File: config.mk
export PLATFORM = sky130hd
export DESIGN_NAME = phase_scheduler
export DESIGN_NICKNAME = d
export VERILOG_FILES = /design/src/rtl/phase_scheduler_pkg.sv /design/src/rtl/phase_scheduler_tick_prescaler.sv /design/src/rtl/phase_scheduler.sv
export SDC_FILE = /design/constraint.sdc
export NUM_CORES = 1
export LEC_CHECK = 0
export ABC_AREA = 1
export ABC_CLOCK_PERIOD_IN_PS = 2200
export CORE_UTILIZATION = 50
export DETAILED_ROUTE_END_ITERATION = 10
export GPL_ROUTABILITY_DRIVEN = 0
export HOLD_SLACK_MARGIN = 0.1
export PLACE_DENSITY = 0.73
export SYNTH_ARGS = -nofsm -noshare
export SYNTH_HDL_FRONTEND = slang
export SYNTH_HIERARCHICAL = 1
export SYNTH_SLANG_ARGS = --single-unit
File: constraint.sdc
create_clock -name CLK -period 2.2 [get_ports CLK]
set_input_delay 0.33 -clock CLK [delete_from_list [all_inputs] [get_ports CLK]]
set_output_delay 0.33 -clock CLK [all_outputs]
set_load 0.05 [all_outputs]
File: src/rtl/phase_scheduler_pkg.sv
// traffic_pkg: shared types and constants for the intersection phase scheduler.
//   state_t        - controller phase (all-red, green, yellow)
//   ap_t / AP_*    - approach indices: north-north, north-south, through
//   T_GREEN/T_YELLOW/T_ALLRED - phase lengths in ticks for timing tables A..D
//   ap_inc, ap_onehot, rr_pick - approach index helpers
package traffic_pkg;

    typedef enum logic [1:0] {
        S_ALLRED = 2'd0,
        S_GREEN  = 2'd1,
        S_YELLOW = 2'd2
    } state_t;

    typedef logic [1:0] ap_t;

    localparam ap_t AP_NN = 2'd0;
    localparam ap_t AP_NS = 2'd1;
    localparam ap_t AP_TH = 2'd2;

    // Index = TABLE_SEL (0=A, 1=B, 2=C, 3=D).
    localparam logic [7:0] T_GREEN  [4] = '{8'd17, 8'd25, 8'd10, 8'd40};
    localparam logic [7:0] T_YELLOW [4] = '{8'd3,  8'd3,  8'd3,  8'd4};
    localparam logic [7:0] T_ALLRED [4] = '{8'd2,  8'd2,  8'd1,  8'd2};

    // Next approach in the fixed rotation NN -> NS -> TH -> NN.
    function automatic ap_t ap_inc(input ap_t a);
        return (a == AP_TH) ? AP_NN : ap_t'(a + 2'd1);
    endfunction

    function automatic logic [2:0] ap_onehot(input ap_t a);
        return 3'b001 << a;
    endfunction

    // First requesting approach after cur in rotation order; falls back to
    // cur+1 when nothing is pending.
    function automatic ap_t rr_pick(input ap_t cur, input logic [2:0] pend);
        ap_t first;
        ap_t second;
        first  = ap_inc(cur);
        second = ap_inc(first);
        if (pend[first])
            return first;
        else if (pend[second])
            return second;
        else
            return first;
    endfunction

endpackage

File: src/rtl/phase_scheduler_tick_prescaler.sv
// tick_prescaler: free-running divider producing the phase timing strobe.
//   CLK   - system clock
//   RST_N - asynchronous active-low reset
//   TICK  - high for the single cycle where the count equals TICK_DIV-1
module tick_prescaler #(
    parameter int unsigned TICK_DIV = 48000000
) (
    input  logic CLK,
    input  logic RST_N,
    output logic TICK
);

    localparam int unsigned CNT_W = (TICK_DIV > 1) ? $clog2(TICK_DIV) : 1;
    localparam logic [CNT_W-1:0] LAST = CNT_W'(TICK_DIV - 1);

    logic [CNT_W-1:0] count;

    always_ff @(posedge CLK or negedge RST_N) begin
        if (!RST_N)
            count <= '0;
        else if (count == LAST)
            count <= '0;
        else
            count <= count + CNT_W'(1);
    end

    assign TICK = (count == LAST);

endmodule

File: src/rtl/phase_scheduler.sv
// phase_scheduler: sequences three approaches through green/yellow/all-red,
// serving latched vehicle and pedestrian demands in round-robin order.
//   CLK, RST_N        - clock, asynchronous active-low reset
//   SNN, SNS, STH     - vehicle sensors, approaches 0/1/2 (asynchronous)
//   PNN, PNS, PTH     - pedestrian buttons, approaches 0/1/2 (asynchronous)
//   TABLE_SEL         - timing table A..D, sampled on entry to green
//   GREEN, YELLOW     - one-hot lamp enables per approach
//   WALK              - pedestrian walk per approach (green phase only)
//   TIMER             - ticks remaining in the current phase
//   TICK              - one-cycle timing strobe
module phase_scheduler #(
    parameter int unsigned TICK_DIV = 48000000,
    parameter int unsigned TIMER_W  = 8
) (
    input  logic               CLK,
    input  logic               RST_N,
    input  logic               SNN,
    input  logic               SNS,
    input  logic               STH,
    input  logic               PNN,
    input  logic               PNS,
    input  logic               PTH,
    input  logic [1:0]         TABLE_SEL,
    output logic [2:0]         GREEN,
    output logic [2:0]         YELLOW,
    output logic [2:0]         WALK,
    output logic [TIMER_W-1:0] TIMER,
    output logic               TICK
);

    import traffic_pkg::*;

    logic tick;

    tick_prescaler #(
        .TICK_DIV(TICK_DIV)
    ) u_prescaler (
        .CLK  (CLK),
        .RST_N(RST_N),
        .TICK (tick)
    );

    // Two-flop synchronisers for the asynchronous sensor and button inputs.
    logic [2:0] s_raw, s_meta, s_sync;
    logic [2:0] p_raw, p_meta, p_sync;

    assign s_raw = {STH, SNS, SNN};
    assign p_raw = {PTH, PNS, PNN};

    always_ff @(posedge CLK or negedge RST_N) begin
        if (!RST_N) begin
            s_meta <= '0;
            s_sync <= '0;
            p_meta <= '0;
            p_sync <= '0;
        end else begin
            s_meta <= s_raw;
            s_sync <= s_meta;
            p_meta <= p_raw;
            p_sync <= p_meta;
        end
    end

    state_t             state, state_nx;
    ap_t                cur, cur_nx;
    ap_t                nxt, nxt_nx;
    logic [1:0]         tbl, tbl_nx;
    logic [TIMER_W-1:0] timer, timer_nx;
    logic               walk, walk_nx;
    logic [2:0]         veh_req, veh_nx;
    logic [2:0]         ped_req, ped_nx;

    always_ff @(posedge CLK or negedge RST_N) begin
        if (!RST_N) begin
            state   <= S_ALLRED;
            cur     <= AP_TH;
            nxt     <= AP_NN;
            tbl     <= 2'd0;
            timer   <= TIMER_W'(T_ALLRED[0]);
            walk    <= 1'b0;
            veh_req <= '0;
            ped_req <= '0;
        end else begin
            state   <= state_nx;
            cur     <= cur_nx;
            nxt     <= nxt_nx;
            tbl     <= tbl_nx;
            timer   <= timer_nx;
            walk    <= walk_nx;
            veh_req <= veh_nx;
            ped_req <= ped_nx;
        end
    end

    logic [2:0] cur_oh, nxt_oh, veh_set, ped_set, pend;

    always_comb begin
        state_nx = state;
        cur_nx   = cur;
        nxt_nx   = nxt;
        tbl_nx   = tbl;
        walk_nx  = walk;

        cur_oh = ap_onehot(cur);
        nxt_oh = ap_onehot(nxt);

        // The approach currently showing green ignores its own demands.
        veh_set = s_sync;
        ped_set = p_sync;
        if (state == S_GREEN) begin
            veh_set = s_sync & ~cur_oh;
            ped_set = p_sync & ~cur_oh;
        end
        veh_nx = veh_req | veh_set;
        ped_nx = ped_req | ped_set;

        // Demands on other approaches, including ones synchronised this cycle,
        // so a late arrival still takes part in the round-robin choice.
        pend = (veh_nx | ped_nx) & ~cur_oh;

        timer_nx = timer;
        if (tick && (timer != '0))
            timer_nx = timer - TIMER_W'(1);

        unique case (state)
            S_ALLRED: begin
                if (tick && (timer <= TIMER_W'(1))) begin
                    state_nx = S_GREEN;
                    cur_nx   = nxt;
                    tbl_nx   = TABLE_SEL;
                    timer_nx = TIMER_W'(T_GREEN[TABLE_SEL]);
                    walk_nx  = ped_req[nxt];
                    // Clearing on entry overrides any set arriving this cycle.
                    veh_nx   = veh_nx & ~nxt_oh;
                    ped_nx   = ped_nx & ~nxt_oh;
                end
            end
            S_GREEN: begin
                // With nothing pending elsewhere the timer runs down to 0 and
                // green rests there until a demand appears.
                if (tick && (timer <= TIMER_W'(1)) && (pend != '0)) begin
                    state_nx = S_YELLOW;
                    nxt_nx   = rr_pick(cur, pend);
                    timer_nx = TIMER_W'(T_YELLOW[tbl]);
                    walk_nx  = 1'b0;
                end
            end
            S_YELLOW: begin
                if (tick && (timer <= TIMER_W'(1))) begin
                    state_nx = S_ALLRED;
                    timer_nx = TIMER_W'(T_ALLRED[tbl]);
                end
            end
            default: begin
                state_nx = S_ALLRED;
            end
        endcase
    end

    // Lamps decode straight from state so reset blanks them asynchronously.
    assign GREEN  = (state == S_GREEN)          ? cur_oh : '0;
    assign YELLOW = (state == S_YELLOW)         ? cur_oh : '0;
    assign WALK   = (state == S_GREEN && walk)  ? cur_oh : '0;
    assign TIMER  = timer;
    assign TICK   = tick;

endmodule

# After elaboration in Yosys (flattened, before gate mapping)

Cells that the tools add are included.

Word-level logic and storage cells: 98
Register bits after elaboration: 61

Magnitude comparators: 6
Add/subtract/negate cells: 4
Shift-type cells: 2
Bitwise gates (word level): 12
Reduce and logical (&&, ||, !) cells: 12
Equal/unequal tests: 8
Multiplexer cells: 41

Operator list:

| kind                                                       | count |
|---|---|
| 2-to-1 mux 8 bit                                           | 10 |
| binary-select mux 8 bit (select 2 bit)                     | 3 |
| 2-to-1 mux 3 bit                                           | 9 |
| adder 26 x 1 -> 26 bit, second input constant              | 1 |
| equality test 26 bit, second input constant                | 1 |
| 2-to-1 mux 26 bit                                          | 1 |
| case mux 8 bit (3 select lines)                            | 1 |
| bitwise AND 3 bit                                          | 5 |
| 2-to-1 mux 2 bit                                           | 7 |
| less-than comparator 2 x 3 -> 1 bit, second input constant | 3 |
| bitwise OR 3 bit                                           | 3 |
| <= comparator 8 x 1 -> 1 bit, second input constant        | 1 |
| nonzero test 8 bit                                         | 1 |
| subtractor 8 x 1 -> 8 bit, second input constant           | 1 |
| binary-select mux 1 bit (select 2 bit)                     | 3 |
| equality test 2 bit, second input constant                 | 3 |
| >= comparator 3 bit, second input constant                 | 2 |
| != test 2 bit, second input constant                       | 3 |
| NOT 2 -> 3 bit                                             | 2 |
| NOT 3 bit                                                  | 2 |
| case mux 2 bit (3 select lines)                            | 1 |
| AND reduction 3 bit                                        | 2 |
| left shift 1 x 2 -> 3 bit, first input constant            | 2 |
| 2-to-1 mux 1 bit                                           | 5 |
| 8 further kinds                                            | 13 |

# Logic depth before layout (Yosys ltp)

Gate-level depths: netlist (run 1).

Depth after elaboration: 11
Mapped depth: 16
Depth with buffers taken out: 16

# Cells and area by module

Netlist (run 1), hierarchy kept.

Modules (own cells, without submodules):

| module          | cells each | area an instance (µm²) | times used |
|---|---|---|---|
| phase_scheduler | 214        | 1796.7                 | 1 |
| tick_prescaler  | 224        | 1609.0                 | 1 |

# Worst setup path before layout (run 1)

No wires, ideal clock.

Kind: register to register
Start: reg u_prescaler.count[0]
End: reg timer[5], in the netlist TIMER[5]
Clock period less this slack: 2.631 ns
Setup slack: -0.431 ns
Required time: 2.120 ns
Library setup time: 0.080 ns
Stages on the path, launching flop included: 16
Arrival: 2.551 ns
Path through: dfrtp_1 -> ha_1 -> nand2_2 -> nor2_4 -> nand2_4 -> inv_2 -> nand2_1 -> nor2_2 -> nand2_1 -> nor2_1 -> nand2_2 -> inv_1 -> nand2_1 -> inv_2 -> nand2_1 -> o22ai_2

Longest elaborated chain between the ends: 5

Ends and longest elaborated chain:

| item                                                  | RTL line                                                               | text |
|---|---|---|
| from (decl)                                           | phase_scheduler_tick_prescaler.sv:16                                   | `logic [CNT_W-1:0] count;` |
| from (signal assigned)                                | phase_scheduler_tick_prescaler.sv:24                                   | `count <= count + CNT_W'(1);` |
| equality test 26 bit (*)                              | phase_scheduler_tick_prescaler.sv:27                                   | `assign TICK = (count == LAST);` |
| via TICK                                              | phase_scheduler.sv:28                                                  | `output logic TICK` |
| logical AND 1 bit (on tied branches)                  | n/a                                                                    |  |
| 2-to-1 mux 8 bit or logical AND 1 bit (tied branches) | phase_scheduler.sv:122, phase_scheduler.sv:141                         |  |
| 2-to-1 mux 8 bit (on tied branches)                   | phase_scheduler.sv:149, phase_scheduler.sv:127, phase_scheduler.sv:141 |  |
| case mux 8 bit (3 select lines) (*)                   | phase_scheduler.sv:125                                                 | `unique case (state)` |
| via timer_nx[5]                                       | phase_scheduler.sv:68                                                  | `logic [TIMER_W-1:0] timer, timer_nx;` |
| to (signal assigned)                                  | phase_scheduler.sv:79                                                  | `timer <= TIMER_W'(T_ALLRED[0]);` |
| to (signal assigned)                                  | phase_scheduler.sv:88                                                  | `timer <= timer_nx;` |
| to (decl)                                             | phase_scheduler.sv:68                                                  |  |

Mark *: on every way through the listed nets, which the timed path passes. The rest lies on a longest branch.
A chain may end at the register's enable or synchronous reset.

# Worst setup path in the final report (run 1)

Start: reg u_prescaler.count[1]
End: out TICK

Longest elaborated chain between the ends: 1

Ends and longest elaborated chain:

| item                 | RTL line |
|---|---|
| equality test 26 bit | phase_scheduler_tick_prescaler.sv:27 |
| to (decl)            | phase_scheduler.sv:28 |

No other way between the ends.

==> metrics.md, run 1 <==
| Metric | Value |
|---|---|
| Syn_area_per_cell | between 7 and 8 um2 |
| Worst path max stage delay | 0.40 ns |
| Sequential area share after synthesis | approximately 45% |
| Min Clock Period, post-route | 2.06 ns |
| Violated checks | DRC |
| Status | finished with violations |
| Worst-Skew Late Latency | between 0.3 and 0.4 ns |
| Synthesized cell area | ~3400 um2 |
| Fmax | a little under 500 MHz |
| Filler cells | roughly 560 |
| Hold crit path type | register to register |
| Final setup violation count | 0 |
| # diodes | 0 |
| Power Density | between 500 and 600 nW/um2 |
| Worst-margin pin slew | about 0.51 ns |
| Detail Route Antenna Nets | 0 |
| H-tree depth | 3 |
| Vias/cell | between 5 and 6 |
| CP Cell Sequence | ha_4 > nand2_2 > nor2_4 > nand2_4 > inv_4 > nand2_4 > nor2_4 > buf_4 > buf_12 |
| Vias in the first global route | about 2800 |
| Period utilisation layout | 93.8% |
| Total CTS buffers | 9 |
| Root Driver | clkbuf_8 |
| Slew margin rel. | 66.1% |
| Die Span Y | between 80 and 90 um |
| Std cell rows | 29 |
| CTS tree | yes |
| Worst-path cell with the longest stage delay | dfrtp_1 |
| TritonRoute pass-1 iters | 8 |
| Ys Warns | 6 |
| Gr ovfl total | 0 |
| CP startpoint kind | register |
| Wire length per cell | between 10 and 15 um |
| Max-cap violations | 0 |
| Port bufs | 27 |
| Initial Util | 52.7% |
| Drt first-iter violations | roughly 220 |
| WP data required | about 1.9 ns |
| Netlist cell types | 31 |
| Leakage power | between 0.0015 and 0.002 uW |
| Area delta synth->final | 22.6% |
| Post-synthesis register bit count | between 60 and 70 |
| Largest net degree at the start of global routing | 29 |
| Worst Path Max Fanout | 5 |
| Antenna violations before repair | 0 |
| DR DRC count | 3 |
| Die X | roughly 85 um |
| Layout cells sized above 1 | between 20% and 30% |
| CP Capture Type | output pin |
| Syn Nets | ~450 |
| Post-place setup slack | ~0.042 ns |
| Clock-pin slew on the worst setup and hold paths | roughly 0.07 ns |
| CP delay by family, top | simple AND/OR/NAND/NOR gates |
| Util after Layout | between 60% and 70% |
| Setup TNS | 0 ns |
| Area after DPL | around 4000 um2 |
| Final #Nets | a little over 500 |
| Core area | 6460 um2 |
| Clock skew | 0.0154 ns |
| Top Ports | 28 |
| Final hold violations | 0 |
| Die area | 7150 um2 |
| Worst Path Buf+Inv | 3 |
| Gate Count Post-Synth | about 440 |
| Global Route Usage Sum | a little under a quarter |
| Fin area | ~4200 um2 |
| First-pass GRT wire length | around 13000 um |
| HPWL after detailed placement | between 5000 and 6000 um |
| Num Clock Sinks | 61 |
| Slew Limit Fails | 0 |
| CTS Buffer Depth | 2 |
| Maximum VDD drop | approximately 0.0004 V |
| Final worst setup slack | 0.137 ns |
| Via count | ~3000 |
| Worst path arrival time | between 1.5 and 2 ns |
| Final Power | between 2000 and 2500 uW |
| Total Wirelength | about 7300 um |
| Crit Path Class | register to output pin |
[where the power goes]
part / internal (uW) / switching, uW
Clock: 656 / 423
Sequential: 1130 / 3.89
Combinational: 19.1 / 26.5
[through the flow]
step | instances | hold slack, ns
after global placement | 553 | 0.316
after global routing | 572 | 0.361
after detailed placement | 553 | 0.330
final | 572 | 0.352
after CTS | 569 | 0.352
after floorplan | 438 | 0.0344
[placed cells by master (no fill, tap or decap), drive strengths merged]
cell type      synthesis  layout
bufinv                 0       2
clkbuf                 0      10
and2                   1       1
dfrtp                 59      59
o21bai                 1       1
o21ai                 13      13
nor2                  91      91
nand2                110     110
dfstp                  2       2
nand4                  9       9
a31oi                  3       3
dlygate4sd3            0       1
xor2                  13      13
xnor2                  3       3
nand3                 32      32
o31ai                  1       1
buf                    1      26
clkdlybuf4s50          0      16
nor3                   3       3
ha                     5       5
clkinv                 1       4
inv                   62      62
a21oi                 25      25
o22ai                  2       2
and3                   1       1
[flip-flops by register name, summed over array words and instances, names as in the netlist]
register and flops:
u_prescaler/count 26, TIMER 8, veh_req 3, state 2, tbl 2, p_sync 3, ped_req 3, p_meta 3
s_sync 3, cur 2, nxt 2, walk 1, s_meta 3
[cell usage after synthesis]
| master | instances | area share (%) |
|---|---|---|
| a21oi_1 | 17 | 2.5 |
| a21oi_2 | 8 | 2.1 |
| a31oi_1 | 3 | 0.55 |
| and2_1 | 1 | 0.18 |
| and3_1 | 1 | 0.18 |
| buf_6 | 1 | 0.33 |
| clkinv_1 | 1 | 0.11 |
| dfrtp_1 | 59 | 43 |
| dfstp_2 | 2 | 1.5 |
| ha_1 | 5 | 1.8 |
| inv_1 | 56 | 6.2 |
| inv_2 | 6 | 0.66 |
| nand2_1 | 98 | 11 |
| nand2_2 | 10 | 1.8 |
| nand2_4 | 2 | 0.66 |
| nand3_1 | 28 | 4.1 |
| nand3_2 | 2 | 0.59 |
| nand3_4 | 2 | 1.0 |
| nand4_1 | 9 | 1.7 |
| nor2_1 | 77 | 8.5 |
| nor2_2 | 8 | 1.5 |
| nor2_4 | 5 | 1.7 |
| nor2_8 | 1 | 0.59 |
| nor3_1 | 3 | 0.44 |
| o21ai_0 | 8 | 1.2 |
| o21ai_1 | 5 | 0.73 |
| o21bai_1 | 1 | 0.22 |
| o22ai_2 | 2 | 0.73 |
| o31ai_1 | 1 | 0.22 |
| xnor2_1 | 3 | 0.77 |
| xor2_1 | 13 | 3.3 |
[cell families after synthesis]
logic type | after synthesis | share of synthesized area (%)
simple gates | 247 | 33.7
buf+inv | 64 | 7.27
flops | 61 | 44.9
compound gates | 45 | 8.19
xor+xnor | 16 | 4.11
fa+ha+maj | 5 | 1.84
[layer usage]
metal	global-route usage [%]	up-vias	share of wire, %
li1	-	1484	-
met1	32.6	1377	49
met2	34.9	88	45
met3	4.82	12	4.4
met4	7.40	0	1.4
met5	0	-	0
[timing repair]
action,CTS,global route
resized for setup,0,7
setup endpoints to repair,0,21
setup buffers,0,3
endpoints found under the hold margin,20,0
hold buffers,1,0
[worst paths after layout]
check / to / cells after the start / startpoint / slack (ns)
worst min-delay path: p_sync[0] / 0 / p_meta[0] / 0.35
max in group asynchronous: cur[1] / 3 / RST_N / 1.10
worst min register to register: p_sync[0] / 0 / p_meta[0] / 0.35
min in group asynchronous: p_meta[2] / 2 / RST_N / 0.50
worst max-delay path: TICK / 9 / u_prescaler/count[1] / 0.14
worst max register to register: TIMER[5] / 15 / u_prescaler/count[1] / 0.17
[final cells by class]
class | count | area, um2 | area share, %
Clock inverter | 5 | 75.1 | 1.80
Tap cell | 77 | 96.3 | 2.31
Timing Repair Buffer | 43 | 400 | 9.59
Clock buffer | 10 | 138 | 3.30
Inverter | 63 | 249 | 5.96
Sequential cell | 61 | 1530 | 36.6
Multi-Input combinational cell | 313 | 1690 | 40.4
Power figures use the tool's default switching activity.
==> run 2, diff against run 1 <==
- CTS_BUF_LIST: default -> sky130_fd_sc_hd__clkbuf_8
- SLEW_MARGIN: default -> 20
==> results of run 2 <==
Final layout, timing and power as in run 1 (identical DEF).
